$ cat src/rtl/hbridge_output_guard.sv
// rtl/hbridge_output_guard.sv - dead-time, shoot-through and watchdog guard for two H-bridge channels (optional watchdog: HB_WATCHDOG_EN)
module hbridge_output_guard #(
    parameter int DEADTIME   = 2000,
    parameter int WDT_CYCLES = 5000000
) (
    input  logic       PCLK,
    input  logic       PRESERN,
    input  logic [1:0] motor1_ctrl_in,
    input  logic       motor1_pwm_in,
    input  logic [1:0] motor2_ctrl_in,
    input  logic       motor2_pwm_in,
    input  logic       wdt_kick,
    output logic [1:0] motor1_ctrl,
    output logic       motor1_pwm,
    output logic [1:0] motor2_ctrl,
    output logic       motor2_pwm,
    output logic       motor1_dead,
    output logic       motor2_dead,
    output logic [1:0] shoot_thru_err,
    output logic       wdt_expired
);

    localparam int CW = $clog2(DEADTIME + 1);
    localparam logic [CW-1:0] DEAD_LOAD = CW'(DEADTIME - 1);

    localparam logic [0:0] ST_PASS = 1'b0;
    localparam logic [0:0] ST_DEAD = 1'b1;

    localparam logic [1:0] CTRL_COAST   = 2'b00;
    localparam logic [1:0] CTRL_ILLEGAL = 2'b11;

    // Per-channel views of the ports so both channels share one body.
    logic [1:0] ctrl_in_a  [2];
    logic       pwm_in_a   [2];
    logic [1:0] ctrl_out_a [2];
    logic       pwm_out_a  [2];
    logic       dead_out_a [2];
    logic       err_out_a  [2];

    // Forces both channels to coast; only ever asserted by the watchdog.
    logic       wdt_force;

    assign ctrl_in_a[0] = motor1_ctrl_in;
    assign ctrl_in_a[1] = motor2_ctrl_in;
    assign pwm_in_a[0]  = motor1_pwm_in;
    assign pwm_in_a[1]  = motor2_pwm_in;

    assign motor1_ctrl    = ctrl_out_a[0];
    assign motor2_ctrl    = ctrl_out_a[1];
    assign motor1_pwm     = pwm_out_a[0];
    assign motor2_pwm     = pwm_out_a[1];
    assign motor1_dead    = dead_out_a[0];
    assign motor2_dead    = dead_out_a[1];
    assign shoot_thru_err = {err_out_a[1], err_out_a[0]};

`ifdef HB_WATCHDOG_EN
    logic [31:0] wdt_cnt;
    logic        wdt_q;

    // The trip is computed combinationally so the channels coast in the same
    // cycle wdt_expired rises; a kick always overrides the trip.
    assign wdt_force   = !wdt_kick && (wdt_q || (wdt_cnt == 32'(WDT_CYCLES - 1)));
    assign wdt_expired = wdt_q;

    // Free-running kick counter; holds once tripped so it can never wrap.
    always_ff @(posedge PCLK or negedge PRESERN) begin
        if (!PRESERN) begin
            wdt_cnt <= '0;
            wdt_q   <= 1'b0;
        end else if (wdt_kick) begin
            wdt_cnt <= '0;
            wdt_q   <= 1'b0;
        end else begin
            wdt_q <= wdt_force;
            if (!wdt_force) begin
                wdt_cnt <= wdt_cnt + 32'd1;
            end
        end
    end
`else
    logic unused_wdt;

    assign wdt_force   = 1'b0;
    assign wdt_expired = 1'b0;
    assign unused_wdt  = wdt_kick ^ (WDT_CYCLES < 1);
`endif

    genvar g;
    generate
        for (g = 0; g < 2; g++) begin : g_chan
            logic [0:0]    state_q, state_d;
            logic [CW-1:0] cnt_q, cnt_d;
            logic [1:0]    drv_q, drv_d;
            logic          pwm_q, pwm_d;
            logic          err_q;
            logic [1:0]    san;
            logic          reversal;

            // 11 would short the bridge; treat it as coast.
            assign san = (ctrl_in_a[g] == CTRL_ILLEGAL) ? CTRL_COAST : ctrl_in_a[g];

            // A reversal is a direct fwd<->rev swap; anything through coast is safe.
            assign reversal = ((drv_q == 2'b01) || (drv_q == 2'b10)) &&
                              ((san == 2'b01) || (san == 2'b10)) &&
                              (san != drv_q);

            // Next-state and next-output selection for this channel.
            always_comb begin
                state_d = state_q;
                cnt_d   = cnt_q;
                drv_d   = drv_q;
                pwm_d   = pwm_q;
                if (wdt_force) begin
                    state_d = ST_PASS;
                    cnt_d   = '0;
                    drv_d   = CTRL_COAST;
                    pwm_d   = 1'b0;
                end else if (state_q == ST_PASS) begin
                    if (reversal) begin
                        state_d = ST_DEAD;
                        cnt_d   = DEAD_LOAD;
                        drv_d   = CTRL_COAST;
                        pwm_d   = 1'b0;
                    end else begin
                        drv_d = san;
                        pwm_d = pwm_in_a[g] && (san != CTRL_COAST);
                    end
                end else begin
                    // Leaving DEAD the driven ctrl is coast, so whatever the
                    // input is now can go straight to the pins.
                    if (cnt_q == '0) begin
                        state_d = ST_PASS;
                        drv_d   = san;
                        pwm_d   = pwm_in_a[g] && (san != CTRL_COAST);
                    end else begin
                        cnt_d = cnt_q - CW'(1);
                        drv_d = CTRL_COAST;
                        pwm_d = 1'b0;
                    end
                end
            end

            // Channel registers; everything on the pins comes straight from here.
            always_ff @(posedge PCLK or negedge PRESERN) begin
                if (!PRESERN) begin
                    state_q <= ST_PASS;
                    cnt_q   <= '0;
                    drv_q   <= CTRL_COAST;
                    pwm_q   <= 1'b0;
                end else begin
                    state_q <= state_d;
                    cnt_q   <= cnt_d;
                    drv_q   <= drv_d;
                    pwm_q   <= pwm_d;
                end
            end

            // Sticky record of any illegal code, seen in any state.
            always_ff @(posedge PCLK or negedge PRESERN) begin
                if (!PRESERN) begin
                    err_q <= 1'b0;
                end else if (ctrl_in_a[g] == CTRL_ILLEGAL) begin
                    err_q <= 1'b1;
                end
            end

            assign ctrl_out_a[g] = drv_q;
            assign pwm_out_a[g]  = pwm_q;
            assign dead_out_a[g] = (state_q == ST_DEAD);
            assign err_out_a[g]  = err_q;
        end
    endgenerate

endmodule
$ cat config.mk
export PLATFORM = sky130hd
export DESIGN_NAME = hbridge_output_guard
export DESIGN_NICKNAME = d
export VERILOG_FILES = /design/src/rtl/hbridge_output_guard.sv
export SDC_FILE = /design/constraint.sdc
export NUM_CORES = 1
export LEC_CHECK = 0
export ABC_CLOCK_PERIOD_IN_PS = 2000
export CORE_UTILIZATION = 48
export CTS_CLUSTER_DIAMETER = 40
export CTS_CLUSTER_SIZE = 25
export DETAILED_ROUTE_END_ITERATION = 12
export GPL_ROUTABILITY_DRIVEN = 1
export GPL_TIMING_DRIVEN = 1
export PLACE_DENSITY = 0.73
export SETUP_SLACK_MARGIN = 0.15
export SKIP_LAST_GASP = 1
export SLEW_MARGIN = 10
export SYNTH_ARGS = -nofsm -noshare
export SYNTH_HDL_FRONTEND = slang
export SYNTH_SLANG_ARGS = --single-unit
$ cat constraint.sdc
create_clock -name PCLK -period 2 [get_ports PCLK]
set_clock_uncertainty 0.15 [all_clocks]
set_input_delay 0.3 -clock PCLK [delete_from_list [all_inputs] [get_ports PCLK]]
set_output_delay 0.3 -clock PCLK [all_outputs]
set_load 0.05 [all_outputs]
==> flow_results.xml <==
<?xml version="1.0" encoding="UTF-8"?>
<metrics>
  <group name="placement">
    <metric name="hpwl_detailed" unit="mm">2.60</metric>
    <metric name="port_buffer_cells" unit="">17</metric>
    <metric name="gp_congestion" unit="">0.800</metric>
    <metric name="postPlaceCellArea" unit="µm²">2130</metric>
  </group>
  <group name="final_layout">
    <metric name="syn2layout_area_growth" unit="%">41.3</metric>
    <metric name="final_net_count" unit="">243</metric>
    <metric name="post_layout_inst_area" unit="µm²">2410</metric>
    <metric name="drive_above_1_share" unit="">0.388</metric>
    <metric name="final_util" unit="">0.715</metric>
    <metric name="num_antenna_cells" unit="">0</metric>
  </group>
  <group name="route">
    <metric name="drcViolationCount" unit="">0</metric>
    <metric name="first_pass_iters" unit="">5</metric>
    <metric name="drt-vias-per-instance" unit="">5.41</metric>
    <metric name="dr.first_iter.drc_count" unit="">35</metric>
    <metric name="vias" unit="">1476</metric>
    <metric name="drtAntennaViolNets" unit="">0</metric>
    <metric name="post_drt_wl_per_cell" unit="µm">14.3</metric>
    <metric name="routed_wirelength" unit="mm">3.89</metric>
  </group>
  <group name="logic_synthesis">
    <metric name="netlist_top_cells_area" unit="">dfrtp_1 (47%), ha_1 (5.9%), inv_1 (3.1%), mux2i_1 (2.9%), nand2b_1 (2.2%)</metric>
    <metric name="post_synth_num_cell_types" unit="">49</metric>
    <metric name="sequential_to_total_area_share_from_yosys_stat" unit="">0.470</metric>
    <metric name="count_of_flip_flops_with_a_built_in_enable_after_synthesis" unit="">0</metric>
    <metric name="synthesis.area" unit="µm²">1700</metric>
    <metric name="synth_top_area_cell" unit="">dfrtp_1</metric>
    <metric name="dominantRegCellSynth" unit="">dfrtp_1</metric>
    <metric name="ys_ff_latch" unit="">32</metric>
    <metric name="share_of_the_synthesized_area_in_the_top_cell_type" unit="">0.470</metric>
    <metric name="yosys_warnings" unit="">0</metric>
    <metric name="ys_async_sr_fraction" unit="">1.00</metric>
    <metric name="syn_nets" unit="">185</metric>
    <metric name="yosysMostFrequentCell" unit="">dfrtp_1</metric>
    <metric name="synth.avg_cell_area" unit="µm²">10.1</metric>
    <metric name="ys_top_cells_by_count" unit="">dfrtp_1 (32), inv_1 (14), nand2_1 (9), ha_1 (8), nor2_1 (7)</metric>
    <metric name="syn_inst" unit="">168</metric>
  </group>
  <group name="job">
    <metric name="maxCapViolCount" unit="">0</metric>
  </group>
  <group name="outcome">
    <metric name="status" unit="">finished with violations</metric>
    <metric name="failed_checks" unit="">setup timing</metric>
  </group>
  <group name="worst_setup_path">
    <metric name="delay_of_the_slowest_cell_on_the_worst_path" unit="ns">0.57</metric>
    <metric name="worst_setup_path_start_kind" unit="">register</metric>
    <metric name="timing.critical_path.to_type" unit="">register</metric>
    <metric name="criticalPathCategory" unit="">register to register</metric>
    <metric name="cp_cell_instances" unit="">or4_4 -&gt; o41a_1 -&gt; a21oi_2 -&gt; and3b_1</metric>
    <metric name="required" unit="ns">2.13</metric>
    <metric name="slowest_stage" unit="">or4_4</metric>
    <metric name="arrival" unit="ns">2.14</metric>
    <metric name="crit_fanout" unit="">5</metric>
  </group>
  <group name="global_route">
    <metric name="grt_first_pass_wirelength" unit="mm">5.95</metric>
    <metric name="grt_remaining_overflow" unit="">0</metric>
    <metric name="antenna_violations_before_repair" unit="">0</metric>
    <metric name="pin_count_of_the_biggest_net_entering_global_routing" unit="">33</metric>
    <metric name="track_usage" unit="">0.219</metric>
    <metric name="number_of_global_route_vias_before_repair" unit="">1465</metric>
  </group>
  <group name="clock_tree">
    <metric name="cts_made_buffers" unit="">5</metric>
    <metric name="clock_latency" unit="ns">0.34</metric>
    <metric name="cts_root_buffer" unit="">clkbuf_4</metric>
    <metric name="cts-root-to-sink-buffers" unit="">2</metric>
    <metric name="cts_hold_buf" unit="">0</metric>
    <metric name="tritoncts" unit="">built</metric>
    <metric name="clock_sinks" unit="">32</metric>
    <metric name="worst_setup_hold_path_clk_slew" unit="ns">0.10</metric>
    <metric name="clock_tree.htree_level_count" unit="">2</metric>
  </group>
  <group name="floorplanning">
    <metric name="initial_utilization" unit="">0.506</metric>
    <metric name="fp.dieH" unit="µm">61.6</metric>
    <metric name="io_pins" unit="">20</metric>
    <metric name="chip_width" unit="µm">61.6</metric>
    <metric name="floorplan.die_area" unit="µm²">3790</metric>
    <metric name="design.core.area" unit="µm²">3360</metric>
    <metric name="rows" unit="">21</metric>
  </group>
  <group name="sta">
    <metric name="maxClockFrequency" unit="GHz">0.498</metric>
    <metric name="setup_viol" unit="">2</metric>
    <metric name="final_critical_path_setup_slack" unit="ns">-0.00936</metric>
    <metric name="tns" unit="ns">-0.00963</metric>
    <metric name="final_min_period_over_clock_period" unit="">1.00</metric>
    <metric name="tightest_slew" unit="ns">0.515</metric>
    <metric name="slew-limit-headroom" unit="">0.658</metric>
    <metric name="drv_slew" unit="">0</metric>
    <metric name="timing.final.crit_period" unit="ns">2.01</metric>
    <metric name="report.final.hold_viol_count" unit="">0</metric>
    <metric name="setup_repair_after_global_routing_missed_its_margin" unit="">true</metric>
  </group>
  <group name="pwr">
    <metric name="leakagePower" unit="nW">1.09</metric>
    <metric name="power_density" unit="nW/µm²">734</metric>
    <metric name="peak_vdd_ir" unit="mV">0.368</metric>
    <metric name="totalPowerFinal" unit="mW">1.77</metric>
  </group>
  <group name="min_path">
    <metric name="min_path_type" unit="">primary input to asynchronous set/reset pin</metric>
  </group>
</metrics>
worst paths after layout:
path | cells past startpoint | endpoint | start | slack [ns]
setup / recovery | 4 | motor2_pwm | g_chan[1].cnt_q[7] | -0.009
hold / removal | 2 | g_chan[1].err_q | PRESERN | 0.20
setup reg to reg | 4 | motor2_pwm | g_chan[1].cnt_q[7] | -0.009
hold reg to reg | 1 | g_chan[1].err_q | g_chan[1].err_q | 0.35
max in group asynchronous | 2 | motor1_ctrl[0] | PRESERN | 1.18
min in group PCLK | 1 | g_chan[1].err_q | g_chan[1].err_q | 0.35
flip-flops by register name (all words and copies together) (netlist names):
name / count
g_chan.cnt_q: 22
g_chan.err_q: 2
motor1_ctrl: 2
motor1_dead: 1
motor1_pwm: 1
motor2_ctrl: 2
motor2_dead: 1
motor2_pwm: 1
cell families (layout without fill, tap and decap cells):
group           after synthesis  in the layout  synth area share
simple gates                 70             71             0.248
compound gates               27             27             0.111
other cells                   1              1           0.00220
fa+ha+maj                     8              8            0.0588
mux                           7              7            0.0426
flops                        32             32             0.470
buf+inv                      20             78            0.0514
xor+xnor                      3              3            0.0154
critical path: cells and delay by family (launching register included):
| family | cells | cell delay, ns |
|---|---|---|
| simple gates | 2 | 0.75 |
| flops | 1 | 0.39 |
| compound gates | 2 | 0.67 |
through the flow:
stage / setup WS (ns) / hold slack [ns] / instances
floorplan: -0.0394 / -0.146 / 168
global placement: -0.264 / 0.305 / 249
detailed placement: -0.296 / 0.322 / 249
CTS: 0.00218 / 0.200 / 268
global route: -0.0543 / 0.244 / 273
finish: -0.00936 / 0.204 / 273
where the power goes:
| part | total, mW | leakage [nW] | internal [mW] | switching [mW] |
|---|---|---|---|---|
| clock network | 0.362 | 0.0293 | 0.137 | 0.225 |
| registers | 0.838 | 0.350 | 0.745 | 0.0929 |
| logic | 0.567 | 0.707 | 0.289 | 0.278 |
layout make-up:
cell class | instances | area [µm²]
inverters | 14 | 52.6
clock buffers | 7 | 45.0
multi-input cells | 117 | 977
well taps | 46 | 57.6
fillers | 255 | 957
clock inverters | 1 | 5.00
repair buffers | 56 | 463
flip-flops and latches | 32 | 806
cells in the final DEF (no fill, tap or decap), types with 3 or more instances in the layout:
cell	Yosys	layout
or3_4	0	3
inv_1	14	12
nand3_1	6	4
nand2b_1	6	6
a21oi_1	5	5
buf_4	3	37
mux2i_1	5	5
o21ai_0	5	3
dfrtp_1	32	28
clkbuf_4	0	5
and2_1	4	4
and3_1	3	3
dlygate4sd2_1	0	8
nor3_1	4	3
or2_2	6	5
or3_1	6	3
clkdlybuf4s50_1	0	7
ha_1	8	7
buf_6	0	4
dfrtp_2	0	4
or4_4	1	3
nor2b_1	4	4
nor2_1	7	6
nand2_1	9	9
what timing repair did:
action                     in CTS  in global routing
setup endpoints to repair      32                 26
gates resized for setup        19                 12
gates cloned                    0                  1
buffers inserted               11                  4
pin swaps                      10                  5
metal layers:
metal | track usage | part of all wire | vias to the layer above
met4 | 0.0794 | 0.014 | 0
met1 | 0.215 | 0.41 | 730
met3 | 0.0609 | 0.032 | 7
li1 | - | - | 714
met2 | 0.430 | 0.55 | 25
met5 | 0 | 0 | -
No activity file was read; power rests on OpenSTA's default activity.
